## src/rtl/m72_loader_pkg.sv

```systemverilog
// Shared types and default address map for the m72 ROM download loader.
package m72_loader_pkg;

  typedef enum logic [2:0] {
    REG_CPU  = 3'd0,
    REG_SND  = 3'd1,
    REG_SPR  = 3'd2,
    REG_TILE = 3'd3,
    REG_SAMP = 3'd4
  } region_t;

  localparam logic [24:0] DEF_SND_BASE  = 25'h0100000;
  localparam logic [24:0] DEF_SPR_BASE  = 25'h0110000;
  localparam logic [24:0] DEF_TILE_BASE = 25'h0310000;
  localparam logic [24:0] DEF_SAMP_BASE = 25'h0510000;

  typedef struct packed {
    region_t     region;
    logic [23:0] addr;
    logic [15:0] data;
    logic [1:0]  be;
  } word_t;

  // The region is the highest base not above the byte address; the offset is in words.
  function automatic word_t make_word(input logic [24:0] byte_addr,
                                      input logic [15:0] data,
                                      input logic [1:0]  be,
                                      input logic [24:0] snd_base,
                                      input logic [24:0] spr_base,
                                      input logic [24:0] tile_base,
                                      input logic [24:0] samp_base);
    word_t       w;
    logic [24:0] base;
    w.data = data;
    w.be   = be;
    if (byte_addr >= samp_base) begin
      w.region = REG_SAMP;
      base     = samp_base;
    end else if (byte_addr >= tile_base) begin
      w.region = REG_TILE;
      base     = tile_base;
    end else if (byte_addr >= spr_base) begin
      w.region = REG_SPR;
      base     = spr_base;
    end else if (byte_addr >= snd_base) begin
      w.region = REG_SND;
      base     = snd_base;
    end else begin
      w.region = REG_CPU;
      base     = '0;
    end
    w.addr = 24'((byte_addr - base) >> 1);
    return w;
  endfunction

endpackage

```

## src/rtl/m72_loader_fifo.sv

```systemverilog
// Small synchronous FIFO of packed entries; DEPTH must be a power of two so the
// pointers wrap naturally.
module m72_loader_fifo #(
  parameter int  DEPTH   = 4,
  parameter type entry_t = logic [7:0],
  localparam int AW      = $clog2(DEPTH),
  localparam int CW      = AW + 1
) (
  input  logic          clock,
  input  logic          reset_n,
  input  logic          push,
  input  entry_t        push_data,
  input  logic          pop,
  output entry_t        head,
  output logic [CW-1:0] count,
  output logic          full,
  output logic          empty
);

  entry_t          mem [DEPTH];
  logic [AW-1:0]   wr_ptr;
  logic [AW-1:0]   rd_ptr;
  logic            do_push;
  logic            do_pop;

  assign full    = (count == CW'(DEPTH));
  assign empty   = (count == '0);
  assign do_push = push & ~full;
  assign do_pop  = pop & ~empty;
  assign head    = mem[rd_ptr];

  always_ff @(posedge clock or negedge reset_n) begin
    if (!reset_n) begin
      wr_ptr <= '0;
      rd_ptr <= '0;
      count  <= '0;
    end else begin
      if (do_push) wr_ptr <= wr_ptr + 1'b1;
      if (do_pop)  rd_ptr <= rd_ptr + 1'b1;
      count <= count + CW'(do_push) - CW'(do_pop);
    end
  end

  // Storage needs no reset: the occupancy count alone decides what is valid.
  always_ff @(posedge clock) begin
    if (do_push) mem[wr_ptr] <= push_data;
  end

endmodule

```

## src/rtl/m72_rom_loader.sv

```systemverilog
// Packs the byte-wide ioctl ROM download into 16-bit words, decodes the target
// region and delivers words to a req/ack write port through a small FIFO.
module m72_rom_loader
  import m72_loader_pkg::*;
#(
  parameter logic [7:0]  ROM_INDEX  = 8'd0,
  parameter int          FIFO_DEPTH = 4,
  parameter logic [24:0] SND_BASE   = DEF_SND_BASE,
  parameter logic [24:0] SPR_BASE   = DEF_SPR_BASE,
  parameter logic [24:0] TILE_BASE  = DEF_TILE_BASE,
  parameter logic [24:0] SAMP_BASE  = DEF_SAMP_BASE
) (
  input  logic        clock,
  input  logic        reset_n,
  input  logic        ioctl_download,
  input  logic        ioctl_wr,
  input  logic [24:0] ioctl_addr,
  input  logic [7:0]  ioctl_dout,
  input  logic [7:0]  ioctl_index,
  output logic        ioctl_wait,
  output logic        mem_req,
  output logic [2:0]  mem_region,
  output logic [23:0] mem_addr,
  output logic [15:0] mem_data,
  output logic [1:0]  mem_be,
  input  logic        mem_ack,
  output logic        rom_ready,
  output logic        overflow
);

  localparam int            CW         = $clog2(FIFO_DEPTH) + 1;
  localparam logic [CW-1:0] WAIT_LEVEL = CW'(FIFO_DEPTH - 1);

  logic          pend_valid, hold_valid, dl_prev, armed;
  logic [7:0]    pend_data, hold_data;
  logic [23:0]   pend_waddr, hold_waddr;
  logic          accept, pend_match, push, push_fire, pop, drop;
  logic          pend_set, pend_clr, hold_set, hold_clr, hold_next;
  logic [24:0]   push_baddr;
  logic [15:0]   push_wdata;
  logic [1:0]    push_be;
  word_t         push_word, head;
  logic [CW-1:0] count, count_next;
  logic          full, empty;

  assign accept     = ioctl_download & ioctl_wr & (ioctl_index == ROM_INDEX);
  assign pend_match = (pend_waddr == ioctl_addr[24:1]);

  // A lone pending byte is the default push payload; other cases override it.
  always_comb begin
    push       = 1'b0;
    push_baddr = {pend_waddr, 1'b0};
    push_wdata = {8'h00, pend_data};
    push_be    = 2'b01;
    pend_set   = 1'b0;
    pend_clr   = 1'b0;
    hold_set   = 1'b0;
    hold_clr   = 1'b0;
    drop       = 1'b0;
    if (hold_valid) begin
      push       = 1'b1;
      push_baddr = {hold_waddr, 1'b1};
      push_wdata = {hold_data, 8'h00};
      push_be    = 2'b10;
      hold_clr   = ~full;
      drop       = accept;
    end else if (!ioctl_download && pend_valid) begin
      push     = 1'b1;
      pend_clr = ~full;
    end else if (accept) begin
      if (pend_valid && !(ioctl_addr[0] && pend_match)) begin
        push = 1'b1;
        drop = full;
        if (!full) begin
          pend_set = ~ioctl_addr[0];
          pend_clr = ioctl_addr[0];
          hold_set = ioctl_addr[0];
        end
      end else if (pend_valid) begin
        push       = 1'b1;
        push_wdata = {ioctl_dout, pend_data};
        push_be    = 2'b11;
        pend_clr   = ~full;
        drop       = full;
      end else if (ioctl_addr[0]) begin
        push       = 1'b1;
        push_baddr = ioctl_addr;
        push_wdata = {ioctl_dout, 8'h00};
        push_be    = 2'b10;
        drop       = full;
      end else begin
        pend_set = 1'b1;
      end
    end
  end

  assign push_fire  = push & ~full;
  assign pop        = ~empty & mem_ack;
  assign count_next = count + CW'(push_fire) - CW'(pop);
  assign hold_next  = hold_set | (hold_valid & ~hold_clr);
  assign push_word  = make_word(push_baddr, push_wdata, push_be,
                                SND_BASE, SPR_BASE, TILE_BASE, SAMP_BASE);

  m72_loader_fifo #(.DEPTH(FIFO_DEPTH), .entry_t(word_t)) u_fifo (
    .clock     (clock),
    .reset_n   (reset_n),
    .push      (push_fire),
    .push_data (push_word),
    .pop       (pop),
    .head      (head),
    .count     (count),
    .full      (full),
    .empty     (empty)
  );

  // Head storage is not reset, so the port is forced to zero while idle.
  assign mem_req    = ~empty;
  assign mem_region = mem_req ? head.region : REG_CPU;
  assign mem_addr   = mem_req ? head.addr   : 24'h0;
  assign mem_data   = mem_req ? head.data   : 16'h0;
  assign mem_be     = mem_req ? head.be     : 2'b00;

  always_ff @(posedge clock or negedge reset_n) begin
    if (!reset_n) begin
      pend_valid <= 1'b0;
      pend_data  <= '0;
      pend_waddr <= '0;
      hold_valid <= 1'b0;
      hold_data  <= '0;
      hold_waddr <= '0;
      dl_prev    <= 1'b0;
      armed      <= 1'b0;
      ioctl_wait <= 1'b0;
      rom_ready  <= 1'b0;
      overflow   <= 1'b0;
    end else begin
      dl_prev <= ioctl_download;
      if (pend_set) begin
        pend_valid <= 1'b1;
        pend_data  <= ioctl_dout;
        pend_waddr <= ioctl_addr[24:1];
      end else if (pend_clr) begin
        pend_valid <= 1'b0;
      end
      if (hold_set) begin
        hold_valid <= 1'b1;
        hold_data  <= ioctl_dout;
        hold_waddr <= ioctl_addr[24:1];
      end else if (hold_clr) begin
        hold_valid <= 1'b0;
      end
      if (drop) overflow <= 1'b1;
      ioctl_wait <= (count_next >= WAIT_LEVEL) | hold_next;
      // armed keeps rom_ready low until a matching download has actually run.
      if (ioctl_download && !dl_prev && ioctl_index == ROM_INDEX) begin
        rom_ready <= 1'b0;
        armed     <= 1'b1;
      end else if (armed && !ioctl_download && !pend_valid && empty && !hold_valid) begin
        rom_ready <= 1'b1;
        armed     <= 1'b0;
      end
    end
  end

endmodule

```

## config.mk

```make
export PLATFORM = sky130hd
export DESIGN_NAME = m72_rom_loader
export DESIGN_NICKNAME = d
export VERILOG_FILES = /design/src/rtl/m72_loader_pkg.sv /design/src/rtl/m72_loader_fifo.sv /design/src/rtl/m72_rom_loader.sv
export SDC_FILE = /design/constraint.sdc
export NUM_CORES = 1
export LEC_CHECK = 0
export BUFFER_PORTS_ARGS = -buffer_cell sky130_fd_sc_hd__buf_2
export CAP_MARGIN = 25
export CORE_ASPECT_RATIO = 0.7
export CORE_MARGIN = 8
export CORE_UTILIZATION = 45
export DETAILED_ROUTE_END_ITERATION = 10
export PLACE_DENSITY = 0.73
export SYNTH_ARGS = -nofsm -noshare
export SYNTH_HDL_FRONTEND = slang
export SYNTH_SLANG_ARGS = --single-unit
```

## constraint.sdc

```tcl
create_clock -name clock -period 6.4 [get_ports clock]
set_input_delay 1.92 -clock clock [delete_from_list [all_inputs] [get_ports clock]]
set_output_delay 1.92 -clock clock [all_outputs]
set_load 0.05 [all_outputs]
```

==> flow_summary.yaml <==
outcome:
  status: "complete, no violations"
finish:
  final_core_util_pct: 52.8
  drive_gt1_share_pct: 34.0
  fin_cells: 1144
  syn_to_final_growth_pct: 15.3
  fin_nets: 859
die:
  die_area_um2: 30500
  fp-row-count: 48
  io_pins: 95
  die_h_um: 149
  start_util_pct: 45.8
  core_area_um2: 24700
  dieWidth_um: 205
route:
  vias_per_cell: 5.41
  ant_nets: 0
  wl_um: 23600
  drt_iter0_drc: 442
  routedWlPerCell_um: 20.6
  drt-pass1-iter-count: 5
  vias: 6193
  drc: 0
cts:
  cts_root_buf: "clkbuf_16"
  cts_sinks: 258
  numCtsBuffers: 27
  ctsHoldBuffers: 0
  cts_max_level: 1
  postCtsSetupBuffers: 0
  cts.repair.resized: 0
  clk_pin_slew_ps: 60
  clockBufferDepth: 3
  tritoncts: "yes"
  clock_latency_ps: 530
power:
  p_per_area_nw_per_um2: 362
  leakage_nw: 5.06
  ir_drop_v: 0.000295
  finalPower_mw: 4.71
timing:
  fmax_mhz: 195
  skew_ps: 8.02
  final.setup.tns_ps: 0
  rsz0062_at_grt: "false"
  fin_crit_sh_pct: 80.3
  slew_headroom_pct: 37.6
  period_needed_ps: 5140
  tightest_slew_ps: 928
  slew_viol_final: 0
  final_hold_viol_count: 0
  setup_viol: 0
job:
  max_cap_violations: 0
yosys:
  synth_cells: 690
  synth_warnings: 0
  postSynthAreaPerCell_um2: 16.4
  seq_area_frac_synth_pct: 65.1
  async_reset_ff_share_pct: 30.2
  synth_edf_count: 180
  synth_nets: 750
  synth_cell_types: 51
  synth_flop_cell: "edfxtp_1"
  synth_area_um2: 11300
  synth_seq_cells: 258
setup_path:
  worstSetupStartpointType: "input pin"
  critPathRequiredTime_ps: 6650
  critical_path_class: "input pin to flip-flop"
  worstPathMaxFanout: 10
  critPathCaptureType: "flip-flop"
  ff2ff_path_depth: 13
  crit_arrival_ps: 5390
placement:
  port_buffers: 94
  dpl.hpwl_um: 16000
  globalplace.congestion: 0.793
  dp_cells: 1094
global_route:
  grt_pass1_vias: 6400
  grt_overflow: 0
  grt_first_pass_wirelength_um: 37400
  grt_max_degree: 48
  grt_use_total_pct: 15.6
  antenna_found_initial: 1
worst_hold_path:
  hold-path-cell-count: 1
  hold_path_class: "flip-flop to flip-flop"
==> state kept, by name, summed over array words and instances (netlist names) <==
signal         flops
hold_waddr        24
u_fifo.wr_ptr      2
overflow           1
ioctl_wait         1
pend_data          8
armed              1
rom_ready          1
u_fifo.count       3
hold_valid         1
u_fifo.mem       180
u_fifo.rd_ptr      2
hold_data          8
pend_waddr        24
dl_prev            1
pend_valid         1
==> logic make-up (layout without fill, tap and decap cells) <==
logic type | after synthesis | after routing | synth area share, %
AO/OA/AOI/OAI | 66 | 66 | 4.12
XOR/XNOR | 37 | 37 | 2.87
adder cells (fa/ha/maj) | 14 | 14 | 1.68
buffers and inverters | 49 | 177 | 1.84
flip-flops | 258 | 258 | 65.1
multiplexers | 133 | 133 | 17.5
other | 0 | 1 | 0
AND/OR/NAND/NOR | 133 | 133 | 6.87
==> power by group <==
group	switching, mW	internal (mW)
Sequential	0.0705	1.81
Clock	0.612	0.814
Combinational	0.937	0.469
Total	1.62	3.09
==> cells in the final DEF, fill, tap and decap left out, drive strengths merged, types with 6 or more instances in the layout <==
master,Yosys,final
mux4,45,45
dfrtp,78,78
nand3,11,11
mux2,69,69
nor4,7,7
a22o,8,8
xnor2,18,18
a21o,7,7
buf,13,113
nand2,29,29
ha,12,12
edfxtp,180,180
clkbuf,20,30
o21ai,22,22
a21oi,10,10
a31oi,6,6
xor2,19,19
clkinv,0,14
inv,16,18
and2,61,61
mux2i,19,19
==> cell usage after synthesis, types with 5 or more instances <==
master	instances	area, um^2
edfxtp_1	180	5410
dfrtp_1	78	1950
ha_1	12	150
mux2_2	67	754
nor2_1	5	18.8
buf_2	12	60.1
mux2i_1	19	190
xnor2_1	18	158
nand3_1	11	55.1
clkbuf_1	19	71.3
nand2_1	29	109
a21o_1	7	52.6
mux4_2	45	1010
a21oi_1	10	50.1
nor4_1	6	37.5
xor2_1	19	166
o21ai_0	22	110
a22o_1	8	70.1
inv_1	16	60.1
and2_1	61	382
==> stage by stage <==
step	instance area, um^2	setup slack, ps	hold slack [ps]
global route	13000	985	494
detailed placement	12200	756	470
global placement	12200	869	461
CTS	13000	1320	488
finish	13000	1260	480
floorplan	11300	1510	449
==> routing by layer <==
metal	track usage, %	wire, um	vias to the layer above
li1	-	-	2849
met1	22.9	11300	3169
met2	23.6	10600	140
met3	3.24	1370	33
met4	3.21	359	2
met5	0	10	-
==> worst paths after layout <==
path | from | end | slack [ps]
max in group asynchronous | reset_n | u_fifo.rd_ptr[1]$_DFFE_PN0P_ | 4060
worst max-delay path | ioctl_index[1] | u_fifo.mem[3][41]$_DFFE_PP_ | 1260
min in group asynchronous | reset_n | pend_waddr[6]$_DFFE_PN0P_ | 1350
worst min-delay path | overflow$_DFFE_PN0P_ | overflow$_DFFE_PN0P_ | 480
worst min register to register | overflow$_DFFE_PN0P_ | overflow$_DFFE_PN0P_ | 480
worst max register to register | hold_valid$_DFFE_PN0P_ | u_fifo.mem[3][41]$_DFFE_PP_ | 2290
==> critical path, cell delays in order <==
cell and delay [ps]:
buf_2 110, nor4_4 330, and4_1 570, buf_4 280, nor3b_1 90, a221oi_2 560
nand3_1 190, a21o_1 210, ha_1 350, a21o_1 180, a21oi_1 170, nand2_1 70
a41oi_1 210, xnor2_1 150
==> final cells by class <==
cell class              count  area [um^2]
flip-flops and latches    258         7360
inverters                  16         60.1
diodes                      1         2.50
repair buffers            113          628
multi-input cells         383         3760
well taps                 325          407
clock buffers              30          687
fillers                  2005        11700
clock inverters            18          126
(Power assumes the default switching activity.)
